**src/rtl/nv_nvdla_mcif_bpt_pkg.sv**
```systemverilog
// Shared constants, field offsets and state encoding for the BPT splitter.
// Payloads: in_pd {size,addr}, out_pd {last,first,len,addr}.
package nv_nvdla_mcif_bpt_pkg;

  localparam int ADDR_W      = 64;
  localparam int SIZE_W      = 15;
  localparam int BOUND_ATOMS = 8;
  localparam int LEN_W       = 3;
  localparam int ATOM_BYTES  = 32;
  localparam int ATOM_SH     = 5;
  localparam int REM_W       = SIZE_W + 1;
  localparam int N_W         = LEN_W + 1;

  localparam int IN_ADDR_LSB = 0;
  localparam int IN_SIZE_LSB = ADDR_W;
  localparam int IN_PD_W     = ADDR_W + SIZE_W;

  localparam int OUT_ADDR_LSB = 0;
  localparam int OUT_LEN_LSB  = ADDR_W;
  localparam int OUT_FIRST    = ADDR_W + LEN_W;
  localparam int OUT_LAST     = ADDR_W + LEN_W + 1;
  localparam int OUT_PD_W     = ADDR_W + LEN_W + 2;

  typedef enum logic {
    IDLE  = 1'b0,
    SPLIT = 1'b1
  } bpt_state_e;

endpackage

```
**src/rtl/nv_nvdla_mcif_bpt_chunk_calc.sv**
```systemverilog
// Combinational chunk sizing: clips the remaining atoms at the next 256B line.
// In: cur_addr, rem. Out: n (atoms), len (n-1), last, next_addr.
module nv_nvdla_mcif_bpt_chunk_calc
  import nv_nvdla_mcif_bpt_pkg::*;
(
  input  logic [ADDR_W-1:0] cur_addr,
  input  logic [REM_W-1:0]  rem,
  output logic [N_W-1:0]    n,
  output logic [LEN_W-1:0]  len,
  output logic              last,
  output logic [ADDR_W-1:0] next_addr
);

  logic [N_W-1:0] room;

  always_comb begin
    // atoms left before the address crosses into the next window
    room = N_W'(BOUND_ATOMS)
         - {1'b0, cur_addr[ATOM_SH+LEN_W-1:ATOM_SH]};
    if (rem < REM_W'(room)) n = rem[N_W-1:0];
    else                    n = room;
    len       = LEN_W'(n - N_W'(1));
    last      = (rem == REM_W'(n));
    next_addr = cur_addr + (ADDR_W'(n) << ATOM_SH);
  end

endmodule

```
**src/rtl/nv_nvdla_mcif_read_ig_bpt_split.sv**
```systemverilog
// Splits DMA read requests into chunks that never cross a 256B boundary.
// Ports: in_pd/in_vld/in_rdy, out_pd/out_vld/out_rdy, split_idle; stat_* with NVDLA_BPT_SPLIT_STAT_EN.
module nv_nvdla_mcif_read_ig_bpt_split
  import nv_nvdla_mcif_bpt_pkg::*;
(
  input  logic                nvdla_core_clk,
  input  logic                nvdla_core_rstn,
  input  logic [IN_PD_W-1:0]  in_pd,
  input  logic                in_vld,
  output logic                in_rdy,
  output logic [OUT_PD_W-1:0] out_pd,
  output logic                out_vld,
  input  logic                out_rdy,
`ifdef NVDLA_BPT_SPLIT_STAT_EN
  output logic [31:0]         stat_req_cnt,
  output logic [31:0]         stat_chunk_cnt,
`endif
  output logic                split_idle
);

  bpt_state_e          state_q, state_d;
  logic [ADDR_W-1:0]   cur_addr_q, cur_addr_d;
  logic [REM_W-1:0]    rem_q, rem_d;
  logic                out_vld_q, out_vld_d;
  logic [OUT_PD_W-1:0] out_pd_q, out_pd_d;

  logic [ADDR_W-1:0]   in_addr, calc_addr, next_addr;
  logic [REM_W-1:0]    in_rem, calc_rem;
  logic [N_W-1:0]      n;
  logic [LEN_W-1:0]    len;
  logic                last, out_load, in_acc, src_vld, first;

  // low atom-offset bits are dropped on entry
  assign in_addr = in_pd[IN_ADDR_LSB +: ADDR_W]
                 & ~ADDR_W'(ATOM_BYTES - 1);
  assign in_rem  = REM_W'(in_pd[IN_SIZE_LSB +: SIZE_W]) + REM_W'(1);

  assign out_load = !out_vld_q || out_rdy;
  // accepting while the last chunk drains keeps requests back to back
  assign in_rdy   = (state_q == IDLE) && out_load;
  assign in_acc   = in_vld && in_rdy;
  assign first    = (state_q == IDLE);
  assign src_vld  = in_acc || (state_q == SPLIT);
  assign calc_addr = first ? in_addr : cur_addr_q;
  assign calc_rem  = first ? in_rem  : rem_q;

  nv_nvdla_mcif_bpt_chunk_calc u_calc (
    .cur_addr  (calc_addr),
    .rem       (calc_rem),
    .n         (n),
    .len       (len),
    .last      (last),
    .next_addr (next_addr)
  );

  always_comb begin
    state_d    = state_q;
    cur_addr_d = cur_addr_q;
    rem_d      = rem_q;
    out_vld_d  = out_vld_q;
    out_pd_d   = out_pd_q;
    if (out_load) begin
      out_vld_d = src_vld;
      if (src_vld) begin
        out_pd_d   = {last, first, len, calc_addr};
        cur_addr_d = next_addr;
        rem_d      = calc_rem - REM_W'(n);
        state_d    = last ? IDLE : SPLIT;
      end
    end
  end

  always_ff @(posedge nvdla_core_clk or negedge nvdla_core_rstn) begin
    if (!nvdla_core_rstn) begin
      state_q    <= IDLE;
      cur_addr_q <= '0;
      rem_q      <= '0;
      out_vld_q  <= 1'b0;
      out_pd_q   <= '0;
    end else begin
      state_q    <= state_d;
      cur_addr_q <= cur_addr_d;
      rem_q      <= rem_d;
      out_vld_q  <= out_vld_d;
      out_pd_q   <= out_pd_d;
    end
  end

  assign out_vld    = out_vld_q;
  assign out_pd     = out_pd_q;
  assign split_idle = (state_q == IDLE) && !out_vld_q;

`ifdef NVDLA_BPT_SPLIT_STAT_EN
  logic [31:0] req_cnt_q, req_cnt_d;
  logic [31:0] chunk_cnt_q, chunk_cnt_d;

  always_comb begin
    req_cnt_d   = req_cnt_q;
    chunk_cnt_d = chunk_cnt_q;
    if (in_acc && !(&req_cnt_q))
      req_cnt_d = req_cnt_q + 32'd1;
    if (out_vld_q && out_rdy && !(&chunk_cnt_q))
      chunk_cnt_d = chunk_cnt_q + 32'd1;
  end

  always_ff @(posedge nvdla_core_clk or negedge nvdla_core_rstn) begin
    if (!nvdla_core_rstn) begin
      req_cnt_q   <= '0;
      chunk_cnt_q <= '0;
    end else begin
      req_cnt_q   <= req_cnt_d;
      chunk_cnt_q <= chunk_cnt_d;
    end
  end

  assign stat_req_cnt   = req_cnt_q;
  assign stat_chunk_cnt = chunk_cnt_q;
`endif

endmodule

```
**config.mk**
```make
export PLATFORM = sky130hd
export DESIGN_NAME = nv_nvdla_mcif_read_ig_bpt_split
export DESIGN_NICKNAME = d
export VERILOG_FILES = /design/src/rtl/nv_nvdla_mcif_bpt_pkg.sv /design/src/rtl/nv_nvdla_mcif_bpt_chunk_calc.sv /design/src/rtl/nv_nvdla_mcif_read_ig_bpt_split.sv
export SDC_FILE = /design/constraint.sdc
export NUM_CORES = 1
export LEC_CHECK = 0
export CORE_UTILIZATION = 54
export CTS_CLUSTER_SIZE = 16
export DETAILED_ROUTE_END_ITERATION = 7
export PLACE_DENSITY = 0.81
export SYNTH_ARGS = -nofsm -noshare
export SYNTH_HDL_FRONTEND = slang
export SYNTH_HIERARCHICAL = 1
export SYNTH_SLANG_ARGS = --single-unit
```
**constraint.sdc**
```tcl
create_clock -name nvdla_core_clk -period 5.8 [get_ports nvdla_core_clk]
set_input_delay 0.58 -clock nvdla_core_clk [delete_from_list [all_inputs] [get_ports nvdla_core_clk]]
set_output_delay 0.58 -clock nvdla_core_clk [all_outputs]
set_load 0.005 [all_outputs]
```
==> results.json <==
{
  "status": "finished, final reports clean",
  "netlist_area_mm2": 0.009143,
  "synthCells": 1089,
  "grt_pass1_vias": 7536,
  "ant_nets": 0,
  "finalMaxSlewViolations": 0,
  "cts_buffer_depth": 2,
  "pre_cts_ws_ns": 0.1629,
  "cts_sinks": 151,
  "utilization_pct": 68.88,
  "synth_cell_types": 75,
  "fin_setup_tns_ns": 0,
  "register_area_mm2": 0.003782,
  "finalSetupViolations": 0,
  "root_buffer": "clkbuf_16",
  "clock_latency_ns": 0.42,
  "die_area_mm2": 0.01745,
  "critical_path_arrival_ns": 5.60,
  "tritoncts": "yes",
  "rows": 47,
  "multiInputGateArea_mm2": 0.004967,
  "ctsHoldBuffers": 0,
  "yosysWarnings": 6,
  "finalCritPeriodShare_pct": 91.51,
  "drc": 0,
  "relSlewSlack_pct": 23.55,
  "skew_ns": 0.01323,
  "crit_fanout": 10,
  "grt_usage_pct": 25.90,
  "drive_above_1_share_pct": 13.27,
  "antenna_found_initial": 0,
  "startpoint_type": "input port",
  "vias_per_cell": 5.381,
  "power_density_mw_per_mm2": 402.3,
  "grt_overflow": 0,
  "synth_nets": 1189,
  "hold_viol_final": 0,
  "seq_area_frac_synth_pct": 41.33,
  "fp.dieW_um": 132.1,
  "cp-end-kind": "flip-flop",
  "start_util_pct": 55.13,
  "cts_resized": 0,
  "layout_min_cycle_time_ns": 5.307,
  "grt_max_degree": 97,
  "worst_pin_slew_ns": 1.144,
  "place_congestion": 0.8655,
  "avgRoutedWirePerCell_um": 15.21,
  "cap_violations": 0,
  "max_freq_mhz": 188.4,
  "power_w": 0.004595,
  "syn_avg_cell_area_um2": 8.395,
  "final_nets": 1330,
  "vias": 7873,
  "synth_edf_count": 0,
  "rsz0062_at_grt": "no",
  "grt_pass1_wl_um": 36610,
  "dpl.hpwl_um": 15350,
  "postCtsSetupBuffers": 0,
  "worst_slack_ns": 0.4926,
  "area_delta_synth_final_pct": 24.95,
  "ys_ff_latch": 151,
  "htree_levels": 4,
  "synth_ff_type": "dfrtp_1",
  "clkTransAtPathRegs_ns": 0.06,
  "min_path_type": "input port to asynchronous set/reset pin",
  "cellLeakagePower_nw": 5.446,
  "fillCellCount": 1318,
  "final_common_cell": "nand2_1",
  "final_cell_mix": "430 x nand2_1, 150 x dfrtp_1, 148 x clkdlybuf4s50_1, 60 x mux2_2, 44 x nor2_1",
  "drt_wl_total_um": 22250,
  "core_area_mm2": 0.01658,
  "diodes": 0,
  "holdWs_ns": 0.2514,
  "postSynth.asyncResetShare_pct": 100.0,
  "ios": 155,
  "drt_pass1_iterations": 5,
  "numPortBuffers": 149,
  "drtIter0Drc": 564,
  "cp.required_ns": 6.09,
  "die_h_um": 132.1,
  "worstSetupPathType": "input port to flip-flop",
  "ir_drop_mv": 0.2276,
  "numCtsBuffers": 17
}
## Yosys cell counts, drive strengths merged (2+ instances only)
cell type  number  area share, %
o31ai           5           0.41
or2             2           0.14
a21oi          12           0.66
a31o            2           0.19
or4             7           0.68
o2111ai         2           0.19
nand2         430             18
xor2           35            3.4
inv            32            1.3
and4            4           0.38
or3             3           0.22
a22o            5           0.48
a221oi          2           0.19
nor2b           5           0.34
a21o            6           0.51
fa              2           0.44
xnor2          40            3.8
nor2           46            1.9
o211ai          4           0.33
clkbuf         35            1.5
o21ai          24            1.4
nor4           19            2.0
nor3           18            1.3
nand3          40            2.5
buf            21            1.6
and2            9           0.62
a2111oi         3           0.36
dfrtp         151             41
a22oi           2           0.16
or4b            2           0.22
mux2           61            7.6
and3           10           0.75
a31oi           5           0.41
ha             15            2.1
nand4          16            1.5
## layout make-up
cell class / count / share of cell area [%]
Inverter: 32 / 1.051
Clock inverter: 13 / 0.8762
Tap cell: 220 / 2.410
Clock buffer: 19 / 3.877
Multi-Input combinational cell: 850 / 43.48
Sequential cell: 151 / 33.11
Timing Repair Buffer: 178 / 15.19
## state kept, by name, indices dropped and copies added, names as in the netlist
register    cells
out_vld         1
out_pd         69
cur_addr_q     64
rem_q          16
state_q         1
## critical path, stage by stage
cell and delay (ns):
clkdlybuf4s50_1 0.49, nand4_1 0.35, nor4_1 0.43, xnor2_1 0.20, o21ai_0 0.15, nor4_1 0.40, nand3_1 0.25, a211oi_4 0.35
a21o_1 0.19, ha_1 0.17, inv_1 0.05, fa_1 0.39, a21o_1 0.18, a21oi_1 0.20, o211ai_1 0.15, or4_4 0.44
o311a_1 0.35, a221o_1 0.27
## metrics by stage
step | cells | area, µm²
finish | 1463 | 11420
global route | 1463 | 11420
CTS | 1463 | 11420
detailed placement | 1431 | 10880
global placement | 1431 | 10880
floorplan | 1089 | 9143
## worst paths after layout
path	start	to	slack, ns	depth (start not counted)
max in group asynchronous	nvdla_core_rstn	state_q$_DFFE_PN0P_	4.20	2
min in group nvdla_core_clk	cur_addr_q[63]$_DFFE_PN0P_	cur_addr_q[63]$_DFFE_PN0P_	0.47	2
worst min-delay path	nvdla_core_rstn	out_pd[40]$_DFFE_PN0P_	0.25	1
worst min register to register	cur_addr_q[63]$_DFFE_PN0P_	cur_addr_q[63]$_DFFE_PN0P_	0.47	2
worst max-delay path	in_pd[68]	rem_q[14]$_DFFE_PN0P_	0.49	18
worst max register to register	state_q$_DFFE_PN0P_	rem_q[14]$_DFFE_PN0P_	0.62	21
## routing by layer
layer	GRT usage [%]	vias to the layer above	part of all wire, %
met5	0	-	0
met4	8.269	0	1.7
met3	5.113	32	5.7
met2	42.12	223	48
met1	34.85	3738	45
li1	-	3880	-
## cells by family (layout without fill, tap and decap cells)
| logic type | Yosys count | after routing | synth area share, % |
|---|---|---|---|
| AND/OR/NAND/NOR | 615 | 615 | 30.61 |
| flip-flops | 151 | 151 | 41.33 |
| buffers and inverters | 88 | 242 | 4.475 |
| AO/OA/AOI/OAI | 82 | 82 | 6.350 |
| XOR/XNOR | 75 | 75 | 7.185 |
| multiplexers | 61 | 61 | 7.554 |
| adder cells (fa/ha/maj) | 17 | 17 | 2.491 |
## report_power, final
group          total (W)  switching (W)  internal [W]
Sequential       0.00151       0.000165       0.00135
Clock            0.00101       0.000451      0.000560
Combinational    0.00207        0.00109      0.000981
Total            0.00460        0.00170       0.00289
(Power assumes the default switching activity.)
